<file path="src/rtl/aes_256_word_loader.sv">
// Word-serial front end for the AES-256 core: packs key and block words, runs the
// core's En/done handshake with a watchdog, then streams the 128-bit result out.
module aes_256_word_loader #(
    parameter int TIMEOUT_CYCLES = 64
) (
    input  logic         Clk,
    input  logic         Rst,
    input  logic         in_valid,
    output logic         in_ready,
    input  logic [31:0]  in_data,
    input  logic         in_is_key,
    output logic         out_valid,
    input  logic         out_ready,
    output logic [31:0]  out_data,
    output logic         out_last,
    output logic [255:0] core_key,
    output logic [127:0] core_data_in,
    output logic         core_en,
    input  logic [127:0] core_data_out,
    input  logic         core_done,
    output logic         key_valid,
    output logic         busy,
    output logic         error
);
    typedef enum logic [1:0] {
        LOAD  = 2'd0,
        RUN   = 2'd1,
        DRAIN = 2'd2
    } state_t;

    localparam logic [9:0] WD_LAST = 10'(TIMEOUT_CYCLES - 1);

    state_t           state;
    state_t           state_next;
    // Word 0 is the most significant word, so word k lives at index (N-1-k) == ~k.
    logic [7:0][31:0] key_reg;
    logic [3:0][31:0] blk_reg;
    logic [3:0][31:0] res_reg;
    logic [2:0]       key_cnt;
    logic [1:0]       data_cnt;
    logic [1:0]       out_cnt;
    logic [9:0]       wd_cnt;
    logic             key_valid_q;
    logic             error_q;
    logic             core_en_q;

    logic             key_fire;
    logic             data_fire;
    logic             out_fire;
    logic             wd_expired;

    assign key_fire   = in_valid & in_ready & in_is_key;
    assign data_fire  = in_valid & in_ready & ~in_is_key;
    assign out_fire   = out_valid & out_ready;
    assign wd_expired = (wd_cnt == WD_LAST);

    always_ff @(posedge Clk) begin
        if (Rst) state <= LOAD;
        else     state <= state_next;
    end

    always_comb begin
        state_next = state;
        case (state)
            LOAD:    if (data_fire && data_cnt == 2'd3) state_next = RUN;
            // A done arriving on the last watchdog cycle still completes the block.
            RUN:     if (core_done)       state_next = DRAIN;
                     else if (wd_expired) state_next = LOAD;
            DRAIN:   if (out_fire && out_cnt == 2'd3) state_next = LOAD;
            default: state_next = LOAD;
        endcase
    end

    always_comb begin
        in_ready  = 1'b0;
        out_valid = 1'b0;
        out_last  = 1'b0;
        out_data  = '0;
        busy      = 1'b0;
        case (state)
            LOAD: in_ready = in_is_key ? (data_cnt == 2'd0) : key_valid_q;
            RUN:  busy = 1'b1;
            DRAIN: begin
                busy      = 1'b1;
                out_valid = 1'b1;
                out_data  = res_reg[~out_cnt];
                out_last  = (out_cnt == 2'd3);
            end
            default: ;
        endcase
    end

    always_ff @(posedge Clk) begin
        if (Rst) begin
            key_reg     <= '0;
            blk_reg     <= '0;
            res_reg     <= '0;
            key_cnt     <= '0;
            data_cnt    <= '0;
            out_cnt     <= '0;
            wd_cnt      <= '0;
            key_valid_q <= 1'b0;
            error_q     <= 1'b0;
            core_en_q   <= 1'b0;
        end else begin
            if (key_fire) begin
                key_reg[~key_cnt] <= in_data;
                key_cnt           <= key_cnt + 3'd1;
                // Starting a new key invalidates the old one and acknowledges any timeout.
                if (key_cnt == 3'd0) begin
                    key_valid_q <= 1'b0;
                    error_q     <= 1'b0;
                end
                if (key_cnt == 3'd7) key_valid_q <= 1'b1;
            end
            if (data_fire) begin
                blk_reg[~data_cnt] <= in_data;
                data_cnt           <= data_cnt + 2'd1;
            end
            wd_cnt <= (state == RUN) ? wd_cnt + 10'd1 : 10'd0;
            if (state == RUN && core_done)                 res_reg <= core_data_out;
            if (state == RUN && !core_done && wd_expired)  error_q <= 1'b1;
            if (out_fire) out_cnt <= out_cnt + 2'd1;
            core_en_q <= (state_next == RUN);
        end
    end

    assign core_key     = key_reg;
    assign core_data_in = blk_reg;
    assign core_en      = core_en_q;
    assign key_valid    = key_valid_q;
    assign error        = error_q;

endmodule

</file>
<file path="config.mk">
export PLATFORM = sky130hd
export DESIGN_NAME = aes_256_word_loader
export DESIGN_NICKNAME = d
export VERILOG_FILES = /design/src/rtl/aes_256_word_loader.sv
export SDC_FILE = /design/constraint.sdc
export NUM_CORES = 1
export LEC_CHECK = 0
export BUFFER_PORTS_ARGS = -buffer_cell sky130_fd_sc_hd__buf_2
export CAP_MARGIN = 15
export CORE_AREA = 5 5 229 231
export DETAILED_ROUTE_END_ITERATION = 6
export DIE_AREA = 0 0 234 236
export PLACE_DENSITY = 0.69
export SLEW_MARGIN = 10
export SYNTH_ARGS = -nofsm -noshare
export SYNTH_HDL_FRONTEND = slang
export SYNTH_SLANG_ARGS = --single-unit
</file>
<file path="constraint.sdc">
create_clock -name Clk -period 2.1 [get_ports Clk]
set_clock_uncertainty 0.05 [all_clocks]
set_input_delay 0.105 -clock Clk [delete_from_list [all_inputs] [get_ports Clk]]
set_output_delay 0.105 -clock Clk [all_outputs]
set_load 0.02 [all_outputs]
</file>
Yosys cells after proc, flatten, opt, wreduce, memory -nomap -nowiden
Cells that the tools add are included.
{ "totals": {"register_bits": 534, "inputBits": 166, "output_inout_bits": 423, "word_cells": 90} }
{ "op_classes": {"n_addsub": 4, "n_lt_le_gt_ge": 5, "n_eq_ne": 7, "n_mux": 23, "n_bitwise": 9, "reduce_logical": 18} }
{ "ops": {"columns": ["op", "n"], "rows": [
  ["256-bit bitwise mux", 1],
  ["128-bit bitwise mux", 1],
  ["32-bit two-way mux", 4],
  ["32-bit demux with 3-bit select", 1],
  ["32-bit binary-select mux with 2-bit select", 1],
  ["32-bit demux with 2-bit select", 1],
  ["10-bit by 1-bit adder with 10-bit output, second input constant", 1],
  ["10-bit by 6-bit == test with 1-bit output, second input constant", 1],
  ["1-bit two-way mux", 9],
  ["2-bit two-way mux", 4],
  ["1-bit logical AND", 7],
  ["2-bit == test, second input constant", 3],
  ["2-bit by 3-bit < comparator with 1-bit output, second input constant", 2],
  ["2-bit one-hot mux with 3 select lines", 1],
  ["2-bit nonzero test", 3],
  ["2-bit by 1-bit adder with 2-bit output, second input constant", 2],
  ["1-bit AND", 4],
  ["2-bit by 1-bit == test with 1-bit output, second input constant", 2],
  ["2-bit zero test", 2],
  ["3-bit by 4-bit < comparator with 1-bit output, second input constant", 1],
  ["2-bit NOT", 2],
  ["2-bit AND reduction", 2],
  ["2-bit OR reduction", 2],
  ["3-bit by 1-bit adder with 3-bit output, second input constant", 1],
  ["other kinds (7)", 8]
]} }

Logic depth before layout (Yosys ltp)
Gate-level depths: netlist of the first run.
{ "depth": {"depth_word": 9, "depth_mapped": 9, "depth_no_buf": 6} }

Worst setup path after synthesis of the first run
No wires, ideal clock.
{ "synth_path": {"path_type": "register -> register", "start": "reg state[1]", "end": "reg key_reg, in the netlist core_key[129]", "setup_time_ps": 132, "t_arrival_ps": 1623, "required_ps": 1918, "setup_slack_ps": 294, "stages_incl_launch_ff": 10, "n_path_buf": 3, "period_less_slack_ps": 1806, "path_cell_list": "dfxtp_1 -> inv_1 -> ha_1 -> nand4_1 -> buf_6 -> or3_1 -> buf_2 -> buf_6 -> nand2_1 -> a21oi_1"} }
{ "synth_via": {"elab_chain_len": 4} }
{ "synth_rtl": {"columns": ["item", "line", "text"], "rows": [
  ["start, declared", "33", "state_t state;"],
  ["start signal, assigned", "59", "else state <= state_next;"],
  ["2-bit zero test", "80", "case (state)"],
  ["1-bit two-way mux", "80", null],
  ["1-bit AND (2 in a row)", "52", "assign key_fire = in_valid & in_ready & in_is_key;"],
  ["end signal, assigned by index", "107", "key_reg[~key_cnt] <= in_data;"],
  ["end, declared", "36", "logic [7:0][31:0] key_reg;"]
]} }
No other way between the ends.
A chain may end at the register's enable or synchronous reset.

Final worst setup path of the first run
{ "layout_path": {"start": "reg out_cnt[0]", "end": "out out_data[9]"} }
{ "layout_via": {"elab_chain_len": 4} }
{ "layout_rtl": {"columns": ["item", "line", "text"], "rows": [
  ["start, declared", "41", "logic [1:0] out_cnt;"],
  ["start signal, assigned", "123", "if (out_fire) out_cnt <= out_cnt + 2'd1;"],
  ["2-bit NOT", "86", "out_data = res_reg[~out_cnt];"],
  ["32-bit binary-select mux with 2-bit select", "86", null],
  ["32-bit two-way mux (not written as such)", "86", null],
  ["32-bit two-way mux", "80", null],
  ["end, declared", "14", "output logic [31:0] out_data,"]
]} }
No other way between the ends. The select of a mux whose other input is x is not followed.

==> impl_metrics.csv, run 1 <==
group,metric,value,unit
status,outcome,"finished with violations",
status,violations,"DRC, setup timing",
clock_tree,tritoncts,"built",
pwr,p_sw,4774,uW
yosys,syn_area,19800,um2
pwr,clock_power_share,0.455,
pwr,switching_share,0.2304,
detailed_routing,drc_errors,2,
timing,fin_ws,-0.1119,ns
yosys,synth_most_common_cell,"nand2_1",
global_routing,use_met2,0.4403,
global_routing,grt_remaining_overflow,0,
finish,fin_nets,3326,
yosys,synth_seq_cells,534,
finish,drive_above_1_share,0.2649,
timing,finalMaxSlewViolations,0,
clock_tree,cts_root_buf,"clkbuf_16",
detailed_routing,drt-wirelength-per-cell,20.41,um
worst_setup_path,critPathKind,"register to primary output",
clock_tree,h-tree-depth,2,
detailed_routing,firstDrtPassIters,7,
yosys,ys_async_sr_fraction,0,
pwr,powerDensity,753.5,nW/um2
clock_tree,clkSinkCount,534,
timing,period_minus_slack,2.212,ns
run,cap_violations,0,
worst_setup_path,crit_path_cell_trace,"buf_4 > mux4_2 > and2_1 > buf_2",
worst_setup_path,cp-end-kind,"primary output",
clock_tree,cts_buffers,53,
detailed_routing,wl,78.87,mm
worst_setup_path,crit_path_max_fanout,8,
die,core-area,49860,um2
yosys,syn_area_per_cell,8.000,um2
timing,timing.fmax,452.1,MHz
die,row_count,82,
worst_setup_path,worstPathArrival,2.06,ns
timing,whs,0.03820,ns
timing,maxSlewHeadroom,0.6038,
pwr,internal-power,15950,uW
die,start_util,0.3971,
pwr,p_comb_frac,0.053,
clock_tree,clk_latency,0.60,ns
pwr,p_seq_frac,0.492,
yosys,netlist_instances,2475,
yosys,yosysUniqueCellTypes,37,
global_routing,grt_pass1_vias,18140,
clock_tree,clock_path_buffers,3,
yosys,syn_nets,2654,
global_routing,met1_usage,0.3160,
finish,area_growth_syn_to_layout,38.88,%
timing,tightest_slew,0.5942,ns
yosys,ys.flop_type,"dfxtp_1",
timing,hold_viol_final,0,
yosys,synth-edff-count,0,
worst_setup_path,crit_path_top_delay_cell,"mux4_2",
yosys,yosys.area.top_type,"dfxtp_1",
global_routing,grt_pass1_wl,112.4,mm
global_routing,grt_max_degree,85,
detailed_routing,drtIter0Drc,1944,
worst_setup_path,slowest_delay,0.50,ns
min_path,hold_path.class,"primary input to register",
timing,rsz0062_at_grt,"true",
finish,largest_reg_flops,256,
placement,gp_congestion,0.8710,
pwr,cellLeakagePower,0.01104,uW
detailed_routing,via_per_inst,5.177,
global_routing,track_usage,0.2609,
yosys,yosysWarnings,0,
detailed_routing,postRouteAntennaNets,0,
yosys,yosysTopAreaCellShare,0.5399,
finish,fill_cells,4417,
die,die_w,234,um
global_routing,antenna_found_initial,1,
die,pin_count,589,
pwr,vdd_ir_drop_max,0.6404,mV
yosys,synth_common_cells,"nand2_1, dfxtp_1, a21oi_1",
clock_tree,clk_pin_slew,0.07,ns
global_routing,grt.busiest_layer,"met2",
die,die_y,236,um
yosys,seq_area_frac_synth,0.5399,
detailed_routing,vias,20010,
worst_setup_path,path_buf_inv,2,
yosys,synth_area_leaders,"dfxtp_1, nand2_1, a21oi_1, mux4_2, clkbuf_1",
placement,place_inst,3583,
global_routing,use_met3,0.05773,
worst_setup_path,cp_top_family,"multiplexers",
placement,hpwl,50.81,mm
timing,period_share,1.053,
finish,fin_cells,3864,
placement,port_buffers,588,
worst_setup_path,worstSetupStartpointType,"register",
die,die-area,55220,um2
worst_setup_path,required,1.95,ns
timing,setup_viol,32,
-- layout by cell type, fill, tap and decap left out, types with 3 or more instances in the layout --
cell / instances
nand2_1: 1042
buf_2: 556
dfxtp_1: 532
a21oi_1: 514
dlygate4sd3_1: 166
clkbuf_16: 56
buf_4: 39
buf_6: 33
mux4_2: 32
and2_4: 32
buf_12: 31
nor2_1: 15
clkbuf_8: 15
clkbuf_1: 15
ha_1: 9
clkinv_2: 8
and2_1: 7
a21oi_2: 6
nand3_1: 6
nand4_1: 5
xnor2_1: 5
inv_2: 4
nor4_4: 4
nor3_1: 4
inv_6: 4
inv_1: 3
xor2_1: 3
buf_8: 3
-- worst paths after layout --
| check | cells after the start | end | startpoint | slack (ns) |
|---|---|---|---|---|
| setup reg to reg | 9 | core_key[86]$_SDFFE_PP0P_ | data_cnt[0]$_SDFFE_PP0P_ | 0.08 |
| setup / recovery | 4 | out_data[9] | out_cnt[0]$_SDFFE_PP0P_ | -0.11 |
| hold / removal | 5 | key_cnt[0]$_SDFFE_PP0P_ | in_valid | 0.04 |
| hold reg to reg | 2 | core_key[174]$_SDFFE_PP0P_ | core_key[174]$_SDFFE_PP0P_ | 0.40 |
-- final cells by class --
type	count	area, um2	area share
sequential	534	10700	0.3891
multi-input combinational	1717	8314	0.3024
timing repair buffer	833	5884	0.2140
clock buffer	83	1589	0.05779
tap	672	840.8	0.03058
clock inverter	15	132.6	0.004823
inverter	8	32.53	0.001183
antenna	2	5.005	0.0001820
-- power by group through the flow --
stage	sequential (uW)	clock, uW	combinational, uW
global placement	10400	0	809
detailed placement	10400	0	810
global route	10200	9950	1140
floorplan	10500	0	332
CTS	10200	9540	1040
finish	10200	9430	1090
-- layer usage --
metal,up-vias,share of wire
li1,9356,-
met1,9273,0.37
met2,1152,0.48
met3,224,0.098
met4,0,0.053
met5,-,0
-- worst reg2reg max path, cell delays in order, from the launching register on --
cell and delay, ns:
dfxtp_4 0.36, inv_4 0.06, ha_4 0.15, nand4_1 0.11, buf_6 0.16, buf_8 0.15, nor4_4 0.40, clkbuf_4 0.29
nand2_1 0.07, a21oi_1 0.15
-- per-stage QoR --
| step | worst slack, ns | power, uW | cell area (um2) | utilization | setup TNS [ns] |
|---|---|---|---|---|---|
| final | -0.1119 | 20720 | 27500 | 0.5514 | -1.752 |
| after global placement | 0.08769 | 11240 | 23540 | 0.4721 | 0 |
| after floorplan | 0.2944 | 10810 | 19800 | - | 0 |
| after detailed placement | 0.04511 | 11240 | 23540 | 0.4721 | 0 |
| after global routing | -0.1774 | 21290 | 27490 | 0.5514 | -4.625 |
| after CTS | -0.1767 | 20790 | 27130 | 0.5442 | -4.038 |
-- logic make-up after synthesis --
group,count (synthesis),share of synthesized area
buffers and inverters,224,0.04841
DFF,534,0.5399
xor gates and xnor gates,8,0.003539
AOI/OAI and AO/OA,528,0.1348
muxes,34,0.03741
and+or+nand+nor,1134,0.2277
adders and majority gates,13,0.008216
-- repair_timing --
action | in CTS | in global routing
endpoints found under the hold margin | 523 | 0
gates cloned | 1 | 5
hold buffers | 166 | 0
setup endpoints to repair | 33 | 292
pin swaps | 0 | 35
gates resized for setup | 49 | 84
buffers inserted | 4 | 6
Power figures use the tool's default switching activity.
==> run 2, diff against run 1 <==
--- a/config.mk
+++ b/config.mk
@@ -5,12 +5,12 @@
 export SDC_FILE = /design/constraint.sdc
 export NUM_CORES = 1
 export LEC_CHECK = 0
-export BUFFER_PORTS_ARGS = -buffer_cell sky130_fd_sc_hd__buf_2
 export CAP_MARGIN = 15
 export CORE_AREA = 5 5 229 231
 export DETAILED_ROUTE_END_ITERATION = 6
 export DIE_AREA = 0 0 234 236
-export PLACE_DENSITY = 0.69
+export DONT_BUFFER_PORTS = 1
+export PLACE_DENSITY = 0.59
 export SLEW_MARGIN = 10
 export SYNTH_ARGS = -nofsm -noshare
 export SYNTH_HDL_FRONTEND = slang
==> run 2 against run 1 <==
The run ends with hold timing, slew limit, setup timing left. Final cell count decreased by 17%. Critical path depth unchanged. Clock-buffer cell count decreased by 8. Worst setup slack improved by 0.052 ns. Global-route usage decreased by 2.2 points. Die area unchanged. Cell area decreased by 13%. Routed wire length decreased by 9.5%. Register-to-register slack got worse by 0.11 ns. Core utilization decreased by 7.4 points. Hold slack got worse by 0.51 ns. Non-clock buffer count decreased by 645. Largest power group unchanged. Highest routed layer unchanged.
==> impl_metrics.csv, run 2 (synthesis results as in run 1) <==
group,metric,value,unit
placement,place_inst,2991,
clock_tree,cts_root_buf,"clkbuf_16",
detailed_routing,drtIter0Drc,1397,
pwr,cellLeakagePower,0.007857,uW
clock_tree,tritoncts,"built",
detailed_routing,vias,17120,
status,outcome,"finished with violations",
finish,multiInputGateArea,8280,um2
min_path,min-delay-start,"Rst",
timing,period_minus_slack,2.160,ns
finish,largest_reg_flops,256,
global_routing,grt_max_degree,525,
die,die_y,236,um
global_routing,track_usage,0.2392,
worst_setup_path,worstSetupStartpointType,"register",
global_routing,grt_pass1_wl,101.9,mm
clock_tree,clock_path_buffers,3,
worst_setup_path,cp-end-kind,"primary output",
timing,tightest_slew,2.129,ns
min_path,hold_path.class,"primary input to register",
global_routing,grt_pass1_vias,15960,
timing,finalMaxSlewViolations,302,
pwr,powerDensity,872.1,nW/um2
finish,area_growth_syn_to_layout,20.34,%
timing,period_share,1.029,
die,die_w,234,um
timing,rsz0062_at_grt,"true",
pwr,vdd_ir_drop_max,0.6195,mV
clock_tree,h-tree-depth,2,
clock_tree,cts_buffers,56,
finish,drive_above_1_share,0.09451,
detailed_routing,via_per_inst,5.311,
worst_setup_path,required,1.95,ns
timing,whs,-0.4734,ns
clock_tree,clk_latency,0.61,ns
timing,timing.fmax,463.0,MHz
placement,gp_congestion,0.8204,
placement,port_buffers,0,
placement,place_area,20440,um2
finish,design_area,23830,um2
finish,fin_nets,2685,
detailed_routing,drt-wirelength-per-cell,22.14,um
worst_setup_path,worstSetupStartpoint,"out_cnt[0]$_SDFFE_PP0P_",
clock_tree,clkSinkCount,534,
die,pin_count,589,
detailed_routing,wl,71.37,mm
die,start_util,0.3971,
run,cap_violations,0,
status,violations,"hold timing, slew limit, setup timing",
global_routing,antenna_found_initial,2,
worst_setup_path,worstPathArrival,2.00,ns
worst_setup_path,critPathKind,"register to primary output",
timing,maxSlewHeadroom,-0.4193,
detailed_routing,drc_errors,0,
detailed_routing,firstDrtPassIters,5,
placement,dpl_worst_slack,-0.1434,ns
finish,fin_cells,3224,
worst_setup_path,crit_path_max_fanout,5,
clock_tree,clk_pin_slew,0.06,ns
die,row_count,82,
die,die-area,55220,um2
finish,seqCellArea,10690,um2
placement,hpwl,47.03,mm
detailed_routing,postRouteAntennaNets,0,
worst_setup_path,r2r-start,"state[1]$_SDFF_PP0_",
die,core-area,49860,um2
finish,final_common_cell,"nand2_1",
global_routing,grt_remaining_overflow,0,
timing,setup_viol,32,
timing,hold_viol_final,125,
finish,final_cell_mix,"nand2_1, dfxtp_1, a21oi_1, dlygate4sd3_1, clkbuf_16",
timing,fin_ws,-0.05990,ns
finish,fill_cells,4850,
run 2: changes by cell type in the layout (fill, tap and decap cells not counted), moves of 8 or more:
cell	before	now
buf_12	31	23
and2_1	7	18
buf_2	556	0
dlygate4sd3_1	166	117
buf_6	33	8
and2_4	32	19
run 2: worst max-delay path: stages (launching register included):
cell and delay, ns:
dfxtp_4 0.43, buf_12 0.15, buf_12 0.11, mux4_2 0.50, and2_4 0.20
run 2: metal layers:
| metal | routed length [um] | part of all wire | up-vias | track usage |
|---|---|---|---|---|
| met4 | 3302 | 0.046 | 0 | 0.1041 |
| met2 | 33990 | 0.48 | 758 | 0.3944 |
| met3 | 7598 | 0.11 | 162 | 0.08575 |
| met5 | 0 | 0 | - | 0 |
| met1 | 26480 | 0.37 | 8117 | 0.2798 |
| li1 | - | - | 8086 | - |
run 2: per-stage QoR:
step	power, uW	setup TNS [ns]	util	hold WS (ns)
after floorplan	10810	0	-	0.1349
after global placement	10680	-2.527	0.4100	0.1702
after detailed placement	10680	-7.490	0.4100	0.1701
after CTS	20920	-2.350	0.4739	-0.4789
after global routing	21410	-3.180	0.4778	-0.4935
final	20780	-1.059	0.4778	-0.4734
run 2: worst paths after layout:
check / end / slack [ns] / cells past startpoint
worst min register to register: res_reg[45]$_SDFFE_PP0P_ / 0.40 / 2
worst min-delay path: res_reg[49]$_SDFFE_PP0P_ / -0.47 / 1
worst max-delay path: out_data[25] / -0.06 / 4
worst max register to register: res_reg[120]$_SDFFE_PP0P_ / -0.03 / 7
run 2: power breakdown:
part / switching [uW] / internal, uW / leakage, uW
Clock: 4210 / 5780 / 0.000924
Combinational: 315 / 197 / 0.00263
Sequential: 101 / 10200 / 0.00430
run 2: final cells by class:
cell class                      instances  area share
Antenna cell                            2   0.0002101
Multi-Input combinational cell       1718      0.3475
Tap cell                              672     0.03529
Timing Repair Buffer                  188     0.08864
Clock inverter                         27     0.01224
Sequential cell                       534      0.4488
Clock buffer                           75     0.06601
Inverter                                8    0.001260
run 2: timing repair:
action	4_1_cts	5_1_grt
endpoints found under the hold margin	534	504
cloned	1	3
gates resized for setup	44	17
pin swaps	2	1
hold buffers	114	3
setup buffers	5	3
endpoints found under the setup margin	154	192
